File: src/rtl/gf_inv_array_p_pkg.sv
// Shared types and constants for the parametrised GF(2^deg) inverse array.
package gf_pkg;

  localparam int unsigned GF_MAX_DEG_DEF = 5;

  // Width of a degree field able to hold 0..max_deg.
  function automatic int unsigned DEG_W(input int unsigned max_deg);
    return $clog2(max_deg + 1);
  endfunction

  typedef enum logic [1:0] {
    IDLE = 2'd0,
    LOAD = 2'd1,
    CALC = 2'd2,
    OUT  = 2'd3
  } gf_state_t;

endpackage

File: src/rtl/gf_inv_array_p_if.sv
// Burst input / result output bundle for gf_inv_array_p.
// Carries out_err only when GF_INV_ERR_EN is defined.
interface gf_inv_array_p_if #(
  parameter int unsigned MAX_DEG = gf_pkg::GF_MAX_DEG_DEF,
  localparam int unsigned DW = gf_pkg::DEG_W(MAX_DEG)
) ();

  logic               in_valid;
  logic [MAX_DEG-1:0] in_data;
  logic [DW-1:0]      deg;
  logic [MAX_DEG:0]   poly;
  logic               out_valid;
  logic [MAX_DEG-1:0] out_data;
`ifdef GF_INV_ERR_EN
  logic               out_err;

  modport master (output in_valid, in_data, deg, poly,
                  input  out_valid, out_data, out_err);
  modport slave  (input  in_valid, in_data, deg, poly,
                  output out_valid, out_data, out_err);
`else
  modport master (output in_valid, in_data, deg, poly,
                  input  out_valid, out_data);
  modport slave  (input  in_valid, in_data, deg, poly,
                  output out_valid, out_data);
`endif

endinterface

File: src/rtl/gf_inv_array_p_mul.sv
// Combinational GF(2^deg) multiplier: MSB-first shift-and-add with
// on-the-fly reduction by poly, where poly[deg] is forced to 1 and
// coefficients above deg are dropped.
module gf_mul
  import gf_pkg::*;
#(
  parameter int unsigned MAX_DEG = GF_MAX_DEG_DEF,
  localparam int unsigned DW = DEG_W(MAX_DEG)
) (
  input  logic [MAX_DEG-1:0] a,
  input  logic [MAX_DEG-1:0] b,
  input  logic [DW-1:0]      deg,
  input  logic [MAX_DEG:0]   poly,
  output logic [MAX_DEG-1:0] p
);

  logic [MAX_DEG:0]   pe;
  logic [MAX_DEG-1:0] am;
  logic [MAX_DEG-1:0] bm;
  logic [MAX_DEG:0]   r;
  logic               hi;

  // Mask operands, normalise the polynomial, then multiply-reduce.
  always_comb begin
    pe = '0;
    am = '0;
    bm = '0;
    r  = '0;
    hi = 1'b0;
    for (int k = 0; k <= int'(MAX_DEG); k++) begin
      pe[k] = (k == 32'(deg)) | (poly[k] & (k < 32'(deg)));
    end
    for (int k = 0; k < int'(MAX_DEG); k++) begin
      am[k] = a[k] & (k < 32'(deg));
      bm[k] = b[k] & (k < 32'(deg));
    end
    for (int i = int'(MAX_DEG) - 1; i >= 0; i--) begin
      r  = r << 1;
      hi = 1'b0;
      for (int k = 0; k <= int'(MAX_DEG); k++) begin
        if (k == 32'(deg)) hi = r[k];
      end
      if (hi)    r = r ^ pe;
      if (bm[i]) r = r ^ {1'b0, am};
    end
    p = r[MAX_DEG-1:0];
  end

endmodule

File: src/rtl/gf_inv_array_p.sv
// Burst GF(2^deg) inverter: loads N elements, computes a^(2^deg-2) for
// each by square-and-multiply (one result register per cycle), then
// streams the N results in input order.
// Optional feature macro: GF_INV_ERR_EN (adds out_err).
module gf_inv_array_p
  import gf_pkg::*;
#(
  parameter int unsigned MAX_DEG = GF_MAX_DEG_DEF,
  parameter int unsigned N = 4
) (
  input  logic            clk,
  input  logic            rst,
  gf_inv_array_p_if.slave bus
);

  localparam int unsigned DW = DEG_W(MAX_DEG);
  localparam int unsigned IW = (N > 1) ? $clog2(N) : 1;

  gf_state_t state, state_nx;

  logic [MAX_DEG-1:0] data_q [N];
  logic [MAX_DEG-1:0] res_q  [N];
  logic [DW-1:0]      deg_q;
  logic [MAX_DEG:0]   poly_q;
  logic [IW-1:0]      idx_q;
  logic [DW-1:0]      step_q;

  logic [MAX_DEG-1:0] a_cur, x, sq, prod, new_val;
  logic [DW-1:0]      s_last;
  logic               illegal, last_step, last_elem;
  logic [IW-1:0]      nidx;

  logic               valid_d, valid_r;
  logic [MAX_DEG-1:0] data_d, data_r;
`ifdef GF_INV_ERR_EN
  logic [N-1:0]       err_q;
  logic               err_new, err_d, err_r;
`endif

  function automatic logic [MAX_DEG-1:0] deg_mask(input logic [DW-1:0] d);
    logic [MAX_DEG-1:0] m;
    m = '0;
    for (int k = 0; k < int'(MAX_DEG); k++) m[k] = (k < 32'(d));
    return m;
  endfunction

  // Per-step operands and the value written into the active result slot.
  always_comb begin
    illegal   = (deg_q == '0) || (32'(deg_q) > 32'(MAX_DEG));
    s_last    = (illegal || deg_q < DW'(2)) ? '0 : deg_q - DW'(2);
    last_step = (step_q == s_last);
    last_elem = (idx_q == IW'(N - 1));
    nidx      = idx_q + IW'(1);
    a_cur     = data_q[idx_q] & deg_mask(deg_q);
    x         = (step_q == '0) ? a_cur : res_q[idx_q];
    if (illegal)                new_val = '0;
    else if (deg_q == DW'(1))   new_val = a_cur;
    else if (last_step)         new_val = sq;
    else                        new_val = prod;
  end
`ifdef GF_INV_ERR_EN
  assign err_new = illegal || (a_cur == '0);
`endif

  gf_mul #(.MAX_DEG(MAX_DEG)) u_sq (
    .a(x), .b(x), .deg(deg_q), .poly(poly_q), .p(sq)
  );

  gf_mul #(.MAX_DEG(MAX_DEG)) u_mul (
    .a(sq), .b(a_cur), .deg(deg_q), .poly(poly_q), .p(prod)
  );

  // State register.
  always_ff @(posedge clk or posedge rst) begin
    if (rst) state <= IDLE;
    else     state <= state_nx;
  end

  // Next-state logic.
  always_comb begin
    state_nx = state;
    case (state)
      IDLE: if (bus.in_valid) state_nx = (N == 1) ? CALC : LOAD;
      LOAD: if (!bus.in_valid || last_elem) state_nx = CALC;
      CALC: if (last_step && last_elem) state_nx = OUT;
      OUT:  if (last_elem) state_nx = IDLE;
      default: state_nx = IDLE;
    endcase
  end

  // Next output values; the first result may be the one finishing now.
  always_comb begin
    valid_d = 1'b0;
    data_d  = '0;
`ifdef GF_INV_ERR_EN
    err_d   = 1'b0;
`endif
    case (state)
      CALC: if (last_step && last_elem) begin
        valid_d = 1'b1;
        data_d  = (idx_q == '0) ? new_val : res_q[0];
`ifdef GF_INV_ERR_EN
        err_d   = (idx_q == '0) ? err_new : err_q[0];
`endif
      end
      OUT: if (!last_elem) begin
        valid_d = 1'b1;
        data_d  = res_q[nidx];
`ifdef GF_INV_ERR_EN
        err_d   = err_q[nidx];
`endif
      end
      default: ;
    endcase
  end

  // Registered outputs.
  always_ff @(posedge clk or posedge rst) begin
    if (rst) begin
      valid_r <= 1'b0;
      data_r  <= '0;
`ifdef GF_INV_ERR_EN
      err_r   <= 1'b0;
`endif
    end else begin
      valid_r <= valid_d;
      data_r  <= data_d;
`ifdef GF_INV_ERR_EN
      err_r   <= err_d;
`endif
    end
  end

  assign bus.out_valid = valid_r;
  assign bus.out_data  = data_r;
`ifdef GF_INV_ERR_EN
  assign bus.out_err   = err_r;
`endif

  // Capture, iterate and sequence the element storage.
  always_ff @(posedge clk or posedge rst) begin
    if (rst) begin
      for (int k = 0; k < int'(N); k++) begin
        data_q[k] <= '0;
        res_q[k]  <= '0;
      end
`ifdef GF_INV_ERR_EN
      err_q  <= '0;
`endif
      deg_q  <= '0;
      poly_q <= '0;
      idx_q  <= '0;
      step_q <= '0;
    end else begin
      case (state)
        IDLE: if (bus.in_valid) begin
          deg_q     <= bus.deg;
          poly_q    <= bus.poly;
          data_q[0] <= bus.in_data;
          for (int k = 1; k < int'(N); k++) data_q[k] <= '0;
          idx_q     <= IW'((N > 1) ? 1 : 0);
          step_q    <= '0;
        end
        LOAD: begin
          if (bus.in_valid) data_q[idx_q] <= bus.in_data;
          if (!bus.in_valid || last_elem) idx_q <= '0;
          else                            idx_q <= nidx;
          step_q <= '0;
        end
        CALC: begin
          res_q[idx_q] <= new_val;
`ifdef GF_INV_ERR_EN
          err_q[idx_q] <= err_new;
`endif
          if (last_step) begin
            step_q <= '0;
            idx_q  <= last_elem ? '0 : nidx;
          end else begin
            step_q <= step_q + DW'(1);
          end
        end
        OUT: idx_q <= last_elem ? '0 : nidx;
        default: ;
      endcase
    end
  end

endmodule

File: src/flat_wrapper.sv
// flat-port wrapper written by rule: the top's interface ports become plain ports
module gf_inv_array_p_flat import gf_pkg::*;
#(
  parameter int unsigned MAX_DEG = GF_MAX_DEG_DEF,
  parameter int unsigned N = 4
)
  (clk, rst, bus_in_valid, bus_in_data, bus_deg, bus_poly, bus_out_valid, bus_out_data);
  gf_inv_array_p_if #(.MAX_DEG(MAX_DEG)) bus_i ();
  input  logic clk;
  input  logic rst;
  input wire logic [$bits(bus_i.in_valid)-1:0] bus_in_valid;
  input wire logic [$bits(bus_i.in_data)-1:0] bus_in_data;
  input wire logic [$bits(bus_i.deg)-1:0] bus_deg;
  input wire logic [$bits(bus_i.poly)-1:0] bus_poly;
  output wire logic [$bits(bus_i.out_valid)-1:0] bus_out_valid;
  output wire logic [$bits(bus_i.out_data)-1:0] bus_out_data;
  assign bus_i.in_valid = bus_in_valid;
  assign bus_i.in_data = bus_in_data;
  assign bus_i.deg = bus_deg;
  assign bus_i.poly = bus_poly;
  assign bus_out_valid = bus_i.out_valid;
  assign bus_out_data = bus_i.out_data;
  gf_inv_array_p #(.MAX_DEG(MAX_DEG), .N(N)) u_core (.clk(clk), .rst(rst), .bus(bus_i));
endmodule
File: config.mk
export PLATFORM = sky130hd
export DESIGN_NAME = gf_inv_array_p_flat
export DESIGN_NICKNAME = d
export VERILOG_FILES = /design/src/rtl/gf_inv_array_p_pkg.sv /design/src/rtl/gf_inv_array_p_if.sv /design/src/rtl/gf_inv_array_p_mul.sv /design/src/rtl/gf_inv_array_p.sv /design/src/flat_wrapper.sv
export SDC_FILE = /design/constraint.sdc
export NUM_CORES = 1
export LEC_CHECK = 0
export CAP_MARGIN = 20
export CORE_AREA = 10 10 114 116
export DETAILED_ROUTE_END_ITERATION = 10
export DIE_AREA = 0 0 124 126
export PLACE_DENSITY_LB_ADDON = 0.1
export SLEW_MARGIN = 40
export SYNTH_ARGS = -nofsm -noshare
export SYNTH_HDL_FRONTEND = slang
export SYNTH_SLANG_ARGS = --single-unit
File: constraint.sdc
create_clock -name clk -period 12.36 [get_ports clk]
set_input_delay 2.472 -clock clk [delete_from_list [all_inputs] [get_ports clk]]
set_output_delay 2.472 -clock clk [all_outputs]
set_load 0.1 [all_outputs]
==> metrics.txt, run 1 <==
RSZ-0062 raised after global routing no; data arrival time at the worst-slack endpoint ~10 ns; launching element type of the critical path flip-flop; required time worst endpoint 12.54 ns; Layout fillers 960; DRC errors left 0; pin count of the biggest net entering global routing 62; CTS resizes 0; row count 38; starting density of the core 0.587; first-pass GRT wire length between 30,000 and 40,000 um; die boundary width roughly 120 um; TritonCTS clock tree done; count of distinct cell types in the synthesized netlist 96; cells after synthesis 730; Slew @ Worst Pin about 0.85 ns; f_max 0.102 GHz; path category of the worst min-delay check flip-flop to flip-flop; number of slew-limit violations in the final report 0; worst setup margin between 2 and 3 ns; growth of design area from synthesis to finish 6.66%; Remaining Overflow, GRT 0; die height 126 um; total negative slack for setup checks 0 ns; final worst path period share 0.790; sequential element share of the synthesized area 0.243; proportion of layout cells with a drive suffix above 1 0.163; Max-slew headroom 0.428; Final #Nets ~770; most numerous cell in the Yosys netlist sky130_fd_sc_hd__nand2_1; Worst Path Max Fanout 14; post-synthesis sequential element count 61; placed wire-length estimate 14,400 um; netlist area before placement 6270 um2; CP bufs+invs 2; Clock Pin Slew Worst Setup and Hold Paths around 0.060 ns; clock tree root buffer cell sky130_fd_sc_hd__clkbuf_8; type of the worst setup path flip-flop to flip-flop; Crit. End Element flip-flop; worst-skew pair later-pin latency about 0.34 ns; number of clock sinks slightly above 60; CTS Buf Count 9; number of optimization iterations in the first detailed-route pass 6; Max stage delay on crit path 0.68 ns; floorplan core area 10,700 um2; top-level I/O count 23; count of antenna diodes in the layout 0; status finished clean; final wirelength slightly below 20,000 um; Ys Warns 0; initial antenna violation count 0; GP Congestion around 1.0; buffers inserted by post-CTS timing repair 0; mean instance size in the synthesized netlist about 8.6 um2; worst-case setup slack after placement roughly 3 ns; overall routing resource usage 0.242; top post-synthesis cells by area sky130_fd_sc_hd__dfrtp_1, sky130_fd_sc_hd__mux2_2, sky130_fd_sc_hd__xnor2_1, sky130_fd_sc_hd__nand2_1, sky130_fd_sc_hd__a21oi_1; net count of the mapped netlist about 760; final hold violation count 0; number of flops mapped to enable cells by yosys 0; kind of cell adding the most delay to the critical path compound AO/OA/AOI/OAI gates; dominant synthesized flop cell sky130_fd_sc_hd__dfrtp_1; DIE AREA ~16,000 um2; first-iteration detailed-routing DRC count around 720; Slowest-stage cell, CP sky130_fd_sc_hd__mux2i_2; post-synthesis async set-or-reset flop share 1.00; cell types with the highest counts after synthesis sky130_fd_sc_hd__nand2_1, sky130_fd_sc_hd__dfrtp_1, sky130_fd_sc_hd__nor2_1, sky130_fd_sc_hd__a21oi_1, sky130_fd_sc_hd__xnor2_1; worst clock skew approximately 0.0073 ns; maximum level of the CTS H-tree 3; via count 6,032; final critical path time including I/O delays and setup around 9.8 ns; share of the synthesized area in the top cell type 0.243; count of buffers inserted at the top-level ports 21; worst-case clock buffer depth 2; via count normalized by instance count between 6 and 7; total of hold buffers inserted after clock tree synthesis 0; routed length per placed instance around 22 um; maximum capacitance violations 0; vias in the first global route about 5,700; total of endpoints with negative setup slack in the final report 0; post-route ant nets 0; largest area contributor in the netlist sky130_fd_sc_hd__dfrtp_1
-- layout make-up --
cell class / count / area, um2 / area share
clock buffers: 12 / 155 / 0.0232
clock inverters: 2 / 10.0 / 0.00150
inverters: 16 / 60.1 / 0.00897
multi-input cells: 617 / 4530 / 0.676
flip-flops and latches: 61 / 1530 / 0.228
well taps: 140 / 175 / 0.0262
repair buffers: 29 / 238 / 0.0355
-- state kept, by name (all words and copies together) (netlist names) --
| register | count |
|---|---|
| u_core.data_q | 20 |
| u_core.res_q | 20 |
| u_core.bus.out_data | 5 |
| u_core.poly_q | 5 |
| u_core.deg_q | 3 |
| u_core.step_q | 3 |
| u_core.idx_q | 2 |
| u_core.state | 2 |
| u_core.bus.out_valid | 1 |
-- through the flow --
stage	instance area, um2	util	hold slack, ns	std cells
2_1_floorplan	6270	-	0.475	730
3_3_place_gp	6540	0.611	0.484	862
3_5_place_dp	6510	0.609	0.492	862
4_1_cts	6680	0.624	0.508	876
5_1_grt	6690	0.626	0.511	877
6_report	6690	0.626	0.508	877
-- cells in the final DEF, fill, tap and decap left out, types with 12 or more instances in the layout --
| cell type | n |
|---|---|
| sky130_fd_sc_hd__mux2i_1 | 16 |
| sky130_fd_sc_hd__nand2_1 | 67 |
| sky130_fd_sc_hd__inv_1 | 14 |
| sky130_fd_sc_hd__ha_1 | 17 |
| sky130_fd_sc_hd__xnor2_1 | 41 |
| sky130_fd_sc_hd__xor2_1 | 13 |
| sky130_fd_sc_hd__a21oi_1 | 48 |
| sky130_fd_sc_hd__o211ai_1 | 12 |
| sky130_fd_sc_hd__and2_1 | 16 |
| sky130_fd_sc_hd__nand3_1 | 22 |
| sky130_fd_sc_hd__a22o_1 | 15 |
| sky130_fd_sc_hd__o21ai_0 | 33 |
| sky130_fd_sc_hd__nor2_1 | 59 |
| sky130_fd_sc_hd__mux2_2 | 36 |
| sky130_fd_sc_hd__a31oi_1 | 16 |
| sky130_fd_sc_hd__dfrtp_1 | 60 |
| sky130_fd_sc_hd__nor3_1 | 15 |
| sky130_fd_sc_hd__clkdlybuf4s50_1 | 15 |
| sky130_fd_sc_hd__a211oi_1 | 12 |
-- layer usage --
layer  global-route usage  vias up  routed length (um)
met1                0.316     2943                8190
met3               0.0308       57                1150
met4                0.100        0                 665
met2                0.392      263                9220
met5                    0        -                   0
li1                     -     2769                   -
-- path summary, 6_finish.rpt --
kind / start / endpoint / slack (ns) / depth (start not counted)
max: u_core.deg_q[2] / u_core.res_q[0] / 2.59 / 26
min: u_core.data_q[19] / u_core.data_q[19] / 0.51 / 1
max reg2reg: u_core.deg_q[2] / u_core.res_q[0] / 2.59 / 26
min reg2reg: u_core.data_q[19] / u_core.data_q[19] / 0.51 / 1
max in group asynchronous: rst / u_core.idx_q[1] / 9.17 / 3
min in group asynchronous: rst / u_core.bus.out_data[0] / 2.67 / 3
-- kinds of logic after synthesis --
| logic type | count (synthesis) | share of synthesized area |
|---|---|---|
| xor+xnor | 60 | 0.0931 |
| flops | 61 | 0.243 |
| simple gates | 247 | 0.195 |
| buf+inv | 52 | 0.0379 |
| mux | 61 | 0.120 |
| compound gates | 232 | 0.276 |
| fa+ha+maj | 17 | 0.0339 |
-- worst register-to-register path: stages (launching register included) --
cell	delay, ns
sky130_fd_sc_hd__dfrtp_1	0.57
sky130_fd_sc_hd__inv_2	0.28
sky130_fd_sc_hd__ha_1	0.44
sky130_fd_sc_hd__and2_1	0.59
sky130_fd_sc_hd__o21ai_0	0.48
sky130_fd_sc_hd__o32ai_2	0.62
sky130_fd_sc_hd__o211ai_2	0.18
sky130_fd_sc_hd__xnor2_1	0.26
sky130_fd_sc_hd__a221o_2	0.51
sky130_fd_sc_hd__o21ai_1	0.30
sky130_fd_sc_hd__o21ai_1	0.21
sky130_fd_sc_hd__a311oi_1	0.46
sky130_fd_sc_hd__mux2i_2	0.68
sky130_fd_sc_hd__o2111ai_1	0.38
sky130_fd_sc_hd__a21o_1	0.31
sky130_fd_sc_hd__a211oi_1	0.27
sky130_fd_sc_hd__xor2_1	0.32
sky130_fd_sc_hd__o22ai_1	0.22
sky130_fd_sc_hd__clkbuf_2	0.22
sky130_fd_sc_hd__or2_1	0.27
sky130_fd_sc_hd__o311ai_2	0.34
sky130_fd_sc_hd__o21ai_2	0.14
sky130_fd_sc_hd__or4_1	0.54
sky130_fd_sc_hd__and3_1	0.25
sky130_fd_sc_hd__a31o_2	0.26
sky130_fd_sc_hd__a21oi_1	0.41
sky130_fd_sc_hd__a21oi_1	0.14
Power of run 1 is left out: the tool's default activity adds up to more than one toggle a clock period on the data nets, which glitch-free logic cannot reach.
==> inputs of run 2 (changes only) <==
--- a/config.mk
+++ b/config.mk
@@ -6,9 +6,9 @@
 export NUM_CORES = 1
 export LEC_CHECK = 0
 export CAP_MARGIN = 20
-export CORE_AREA = 10 10 114 116
+export CORE_AREA = 10 10 116 118
 export DETAILED_ROUTE_END_ITERATION = 10
-export DIE_AREA = 0 0 124 126
+export DIE_AREA = 0 0 126 128
 export PLACE_DENSITY_LB_ADDON = 0.1
 export SLEW_MARGIN = 40
 export SYNTH_ARGS = -nofsm -noshare
==> constraint.sdc (replaced) <==
create_clock -name clk -period 8.6 [get_ports clk]
set_input_delay 1.72 -clock clk [delete_from_list [all_inputs] [get_ports clk]]
set_output_delay 1.72 -clock clk [all_outputs]
set_load 0.1 [all_outputs]
==> metrics.txt, run 2 (synthesis results as in run 1) <==
Max stage delay on crit path 0.62 ns (was 0.68 ns); Final #Nets 793 (was 768); placed wire-length estimate 14,900 um (was 14,400 um); via count 6,081 (was 6,032); worst-case clock buffer depth 2 (unchanged); post-route ant nets 0 (unchanged); type of the worst setup path flip-flop to flip-flop (unchanged); number of slew-limit violations in the final report 0 (unchanged); CTS Buf Count 9 (unchanged); Remaining Overflow, GRT 0 (unchanged); final wirelength 19,800 um (was 19,200 um); final critical path time including I/O delays and setup 8.15 ns (was 9.77 ns); vias in the first global route 5,733 (was 5,708); launching element type of the critical path flip-flop (unchanged); maximum level of the CTS H-tree 3 (unchanged); number of clock sinks 61 (unchanged); Max-slew headroom 0.472 (was 0.428); final hold violation count 0 (unchanged); count of buffers inserted at the top-level ports 21 (unchanged); data arrival time at the worst-slack endpoint 8.32 ns (was 9.95 ns); routed length per placed instance 21.9 um (about the same); total of endpoints with negative setup slack in the final report 0 (unchanged); die boundary width 126 um (was 124 um); status finished clean (unchanged); worst clock skew 0.00454 ns (was 0.00731 ns); count of antenna diodes in the layout 0 (unchanged); die height 128 um (was 126 um); number of optimization iterations in the first detailed-route pass 5 (was 6); f_max 0.123 GHz (was 0.102 GHz); Worst Path Max Fanout 11 (was 14); total negative slack for setup checks 0 ns (unchanged); Crit. End Element flip-flop (unchanged); Slowest-stage cell, CP sky130_fd_sc_hd__o22ai_1 (was sky130_fd_sc_hd__mux2i_2); most frequent cells in the layout sky130_fd_sc_hd__nand2_1, sky130_fd_sc_hd__nor2_1, sky130_fd_sc_hd__dfrtp_1 (was sky130_fd_sc_hd__nand2_1, sky130_fd_sc_hd__dfrtp_1, sky130_fd_sc_hd__nor2_1); first-pass GRT wire length 31,300 um (was 30,400 um); RSZ-0062 raised after global routing no (unchanged); first-iteration detailed-routing DRC count 558 (was 718); overall routing resource usage 0.239 (was 0.242); maximum capacitance violations 0 (unchanged); starting density of the core 0.559 (was 0.587); row count 39 (was 38); initial antenna violation count 0 (unchanged); Clock Pin Slew Worst Setup and Hold Paths 0.05 ns (was 0.06 ns); DIE AREA 16,100 um2 (was 15,600 um2); proportion of layout cells with a drive suffix above 1 0.195 (was 0.163); pin count of the biggest net entering global routing 62 (unchanged); required time worst endpoint 8.78 ns (was 12.54 ns); worst-skew pair later-pin latency 0.33 ns (was 0.34 ns); DRC errors left 0 (unchanged); GP Congestion 0.970 (was 1.05); growth of design area from synthesis to finish 12.5% (was 6.66%); biggest registers after layout u_core.data_q (20), u_core.res_q (20) (unchanged); Slew @ Worst Pin 0.791 ns (was 0.848 ns); TritonCTS clock tree done (unchanged); floorplan core area 11,200 um2 (was 10,700 um2); via count normalized by instance count 6.71 (was 6.88); clock tree root buffer cell sky130_fd_sc_hd__clkbuf_16 (was sky130_fd_sc_hd__clkbuf_8); most common cell after layout, fill and taps aside sky130_fd_sc_hd__nand2_1 (unchanged); final worst path period share 0.947 (was 0.790); top-level I/O count 23 (unchanged); path category of the worst min-delay check flip-flop to flip-flop (unchanged)
## run 2: timing repair
action,4_1_cts,5_1_grt
resized for setup,0,4
buffers inserted,0,0
hold endpoints to repair,0,0
hold buffers,0,0
endpoints found under the setup margin,0,22
## run 2: layout make-up
class                   count  area, um2
multi-input cells         617       4550
fillers                   975       4170
flip-flops and latches     61       1530
repair buffers             54        440
clock buffers              11        253
well taps                 143        179
inverters                  16       60.1
clock inverters             4       47.5
## run 2: worst max-delay path, delay by kind of cell (launching register included)
family / cells / cell delay, ns
buf+inv: 2 / 0.28
fa+ha+maj: 1 / 0.24
xor+xnor: 4 / 0.91
flops: 1 / 0.40
mux: 1 / 0.47
simple gates: 8 / 2.34
compound gates: 12 / 3.33
## run 2: path summary, 6_finish.rpt
path,cells past startpoint,slack [ns],endpoint,from
max in group asynchronous,4,6.35,u_core.idx_q[1],rst
setup reg to reg,28,0.45,u_core.res_q[4],u_core.step_q[0]
hold reg to reg,1,0.50,u_core.data_q[15],u_core.data_q[15]
min in group asynchronous,3,1.74,u_core.res_q[8],rst
hold / removal,1,0.50,u_core.data_q[15],u_core.data_q[15]
setup / recovery,28,0.45,u_core.res_q[4],u_core.step_q[0]
## run 2: per-stage QoR
| step | instance area, um2 | cells | util | hold WS (ns) | setup slack (ns) |
|---|---|---|---|---|---|
| after floorplan | 6270 | 730 | - | 0.475 | 1.21 |
| after global placement | 6730 | 890 | 0.599 | 0.487 | 0.382 |
| after detailed placement | 6700 | 890 | 0.597 | 0.490 | 0.330 |
| after CTS | 7000 | 905 | 0.624 | 0.502 | 0.300 |
| after global routing | 7060 | 906 | 0.629 | 0.529 | 0.0328 |
| final | 7060 | 906 | 0.629 | 0.501 | 0.452 |
## run 2: metal layers
layer / GRT usage / up-vias / part of all wire
li1: - / 2823 / -
met1: 0.295 / 2953 / 0.42
met2: 0.404 / 253 / 0.49
met3: 0.0368 / 52 / 0.056
met4: 0.102 / 0 / 0.031
met5: 0 / - / 0
Power of run 2 is left out for the same reason.
==> inputs of run 3 (changes only) <==
--- a/config.mk
+++ b/config.mk
@@ -6,9 +6,10 @@
 export NUM_CORES = 1
 export LEC_CHECK = 0
 export CAP_MARGIN = 20
-export CORE_AREA = 10 10 116 118
+export CORE_AREA = 10 10 114 116
+export CTS_BUF_LIST = sky130_fd_sc_hd__clkbuf_2
 export DETAILED_ROUTE_END_ITERATION = 10
-export DIE_AREA = 0 0 126 128
+export DIE_AREA = 0 0 124 126
 export PLACE_DENSITY_LB_ADDON = 0.1
 export SLEW_MARGIN = 40
 export SYNTH_ARGS = -nofsm -noshare
==> constraint.sdc (replaced) <==
create_clock -name clk -period 8.07 [get_ports clk]
set_input_delay 1.614 -clock clk [delete_from_list [all_inputs] [get_ports clk]]
set_output_delay 1.614 -clock clk [all_outputs]
set_load 0.1 [all_outputs]
==> metrics.txt, run 3 (synthesis results as in run 1) <==
top-level I/O count 23 (unchanged); growth of design area from synthesis to finish 14.2% (was 12.5%); Reg-to-Reg Start u_core.step_q[1] (was u_core.step_q[0]); final critical path time including I/O delays and setup 7.83 ns (was 8.15 ns); Clock Pin Slew Worst Setup and Hold Paths 0.18 ns (was 0.05 ns); DRC errors left 0 (unchanged); Slowest-stage cell, CP sky130_fd_sc_hd__a221o_2 (was sky130_fd_sc_hd__o22ai_1); via count normalized by instance count 6.80 (was 6.71); starting density of the core 0.587 (was 0.559); Setup crit start u_core.step_q[1] (was u_core.step_q[0]); final-layout worst hold slack 0.531 ns (was 0.501 ns); maximum capacitance violations 0 (unchanged); f_max 0.128 GHz (was 0.123 GHz); wire length on met1 8340 um (was 8290 um); number of slew-limit violations in the final report 0 (unchanged); count of antenna diodes in the layout 0 (unchanged); overall routing resource usage 0.249 (was 0.239); number of clock sinks 61 (unchanged); type of the worst setup path flip-flop to flip-flop (unchanged); met2 layer wire length in the routed design 9580 um (was 9810 um); floorplan core area 10,700 um2 (was 11,200 um2); fin cells 916 (was 906); maximum level of the CTS H-tree 3 (unchanged); Worst Path Max Fanout 7 (was 11); first-pass GRT wire length 31,300 um (about the same); CTS Buf Count 9 (unchanged); required time worst endpoint 8.49 ns (was 8.78 ns); worst-skew pair later-pin latency 0.51 ns (was 0.33 ns); proportion of layout cells with a drive suffix above 1 0.233 (was 0.195); most common cell after layout, fill and taps aside sky130_fd_sc_hd__nand2_1 (unchanged); routed length on met3 1270 um (was 1120 um); Remaining Overflow, GRT 0 (unchanged); GP Congestion 0.993 (was 0.970); count of buffers inserted at the top-level ports 21 (unchanged); routed length per placed instance 21.9 um (about the same); Max stage delay on crit path 0.49 ns (was 0.62 ns); post-route ant nets 0 (unchanged); final hold violation count 0 (unchanged); biggest registers after layout u_core.data_q (20), u_core.res_q (20) (unchanged); total of endpoints with negative setup slack in the final report 0 (unchanged); Slew @ Worst Pin 0.976 ns (was 0.791 ns); clock tree root buffer cell sky130_fd_sc_hd__clkbuf_2 (was sky130_fd_sc_hd__clkbuf_16); number of cells on the worst reg-to-reg path 30 (was 28); die boundary width 124 um (was 126 um); via count 6,231 (was 6,081); final worst path period share 0.970 (was 0.947); die height 126 um (was 128 um); data arrival time at the worst-slack endpoint 8.24 ns (was 8.32 ns); row count 38 (was 39); number of optimization iterations in the first detailed-route pass 5 (unchanged); final wirelength 20,000 um (was 19,800 um); Crit. End Element flip-flop (unchanged); library cell appearing most often on the critical path sky130_fd_sc_hd__buf_4; worst-case clock buffer depth 2 (unchanged); placed cell count 900 (was 890); capturing point of the worst reg2reg path u_core.bus.out_data[3] (was u_core.res_q[4]); setup slack, reg-to-reg 0.24 ns (was 0.45 ns); launching element type of the critical path flip-flop (unchanged); status finished clean (unchanged); path category of the worst min-delay check flip-flop to flip-flop (unchanged); Final #Nets 805 (was 793); vias in the first global route 5,895 (was 5,733); most frequent cells in the layout sky130_fd_sc_hd__nand2_1, sky130_fd_sc_hd__dfrtp_1, sky130_fd_sc_hd__nor2_1 (was sky130_fd_sc_hd__nand2_1, sky130_fd_sc_hd__nor2_1, sky130_fd_sc_hd__dfrtp_1); pin count of the biggest net entering global routing 62 (unchanged); Layout fillers 940 (was 975); storage element area 1530 um2 (unchanged); TritonCTS clock tree done (unchanged); first-iteration detailed-routing DRC count 677 (was 558); endpoint of the most critical setup path u_core.bus.out_data[3] (was u_core.res_q[4]); placed wire-length estimate 14,900 um (about the same); DIE AREA 15,600 um2 (was 16,100 um2); multi-input logic area 4730 um2 (was 4550 um2); initial antenna violation count 0 (unchanged); worst clock skew 0.0278 ns (was 0.00454 ns); Max-slew headroom 0.349 (was 0.472); top routing layer used met4 (unchanged)
==> run 3: cell types whose count changed in the layout (fill, tap and decap cells not counted), moves of 3 or more <==
cell / previous run / this run
sky130_fd_sc_hd__a31oi_1: 16 / 13
sky130_fd_sc_hd__clkbuf_16: 9 / 0
sky130_fd_sc_hd__xnor2_2: 4 / 8
sky130_fd_sc_hd__xnor2_1: 41 / 37
sky130_fd_sc_hd__clkbuf_2: 0 / 11
sky130_fd_sc_hd__buf_4: 32 / 42
==> run 3: critical path: cells and delay by family (launching register included) <==
family                     cells  cell delay [ns]
AOI/OAI and AO/OA             11             2.85
DFF                            1             0.45
and+or+nand+nor                6             1.52
adders and majority gates      1             0.21
buffers and inverters          5             0.93
muxes                          2             0.53
xor gates and xnor gates       5             1.25
==> run 3: per-layer routing <==
metal | vias up | GRT usage
met5 | - | 0
met4 | 0 | 0.119
met3 | 76 | 0.0398
met2 | 274 | 0.398
met1 | 3044 | 0.318
li1 | 2837 | -
==> run 3: layout make-up <==
cell class,instances,share of cell area
Clock buffer,11,0.00768
Multi-Input combinational cell,617,0.660
Sequential cell,61,0.213
Inverter,16,0.00838
Tap cell,140,0.0244
Timing Repair Buffer,66,0.0763
Clock inverter,5,0.0105
==> run 3: how the worst min path moves through the flow <==
stage                      startpoint  cells past startpoint                end
floorplan           u_core.data_q[17]                      1  u_core.data_q[17]
global placement    u_core.data_q[16]                      1  u_core.data_q[16]
detailed placement  u_core.data_q[17]                      1  u_core.data_q[17]
CTS                 u_core.data_q[17]                      1  u_core.data_q[17]
global route        u_core.data_q[19]                      1  u_core.data_q[19]
finish              u_core.data_q[19]                      1  u_core.data_q[19]
==> run 3: per-stage QoR <==
step           worst slack (ns)   TNS, ns  utilization  instance area [um2]
2_1_floorplan             0.684         0            -                 6270
3_3_place_gp             0.0327         0        0.640                 6850
3_5_place_dp            -0.0779    -0.492        0.637                 6820
4_1_cts                  0.0790         0        0.651                 6970
5_1_grt                -0.00477  -0.00477        0.670                 7170
6_report                  0.242         0        0.670                 7170
==> run 3: what timing repair did <==
| item | 4_1_cts | 5_1_grt |
|---|---|---|
| pin swaps | 0 | 4 |
| setup endpoints to repair | 10 | 22 |
| buffers inserted | 0 | 0 |
| resized for setup | 3 | 33 |
| hold buffers | 0 | 0 |
Power of run 3 is left out for the same reason.
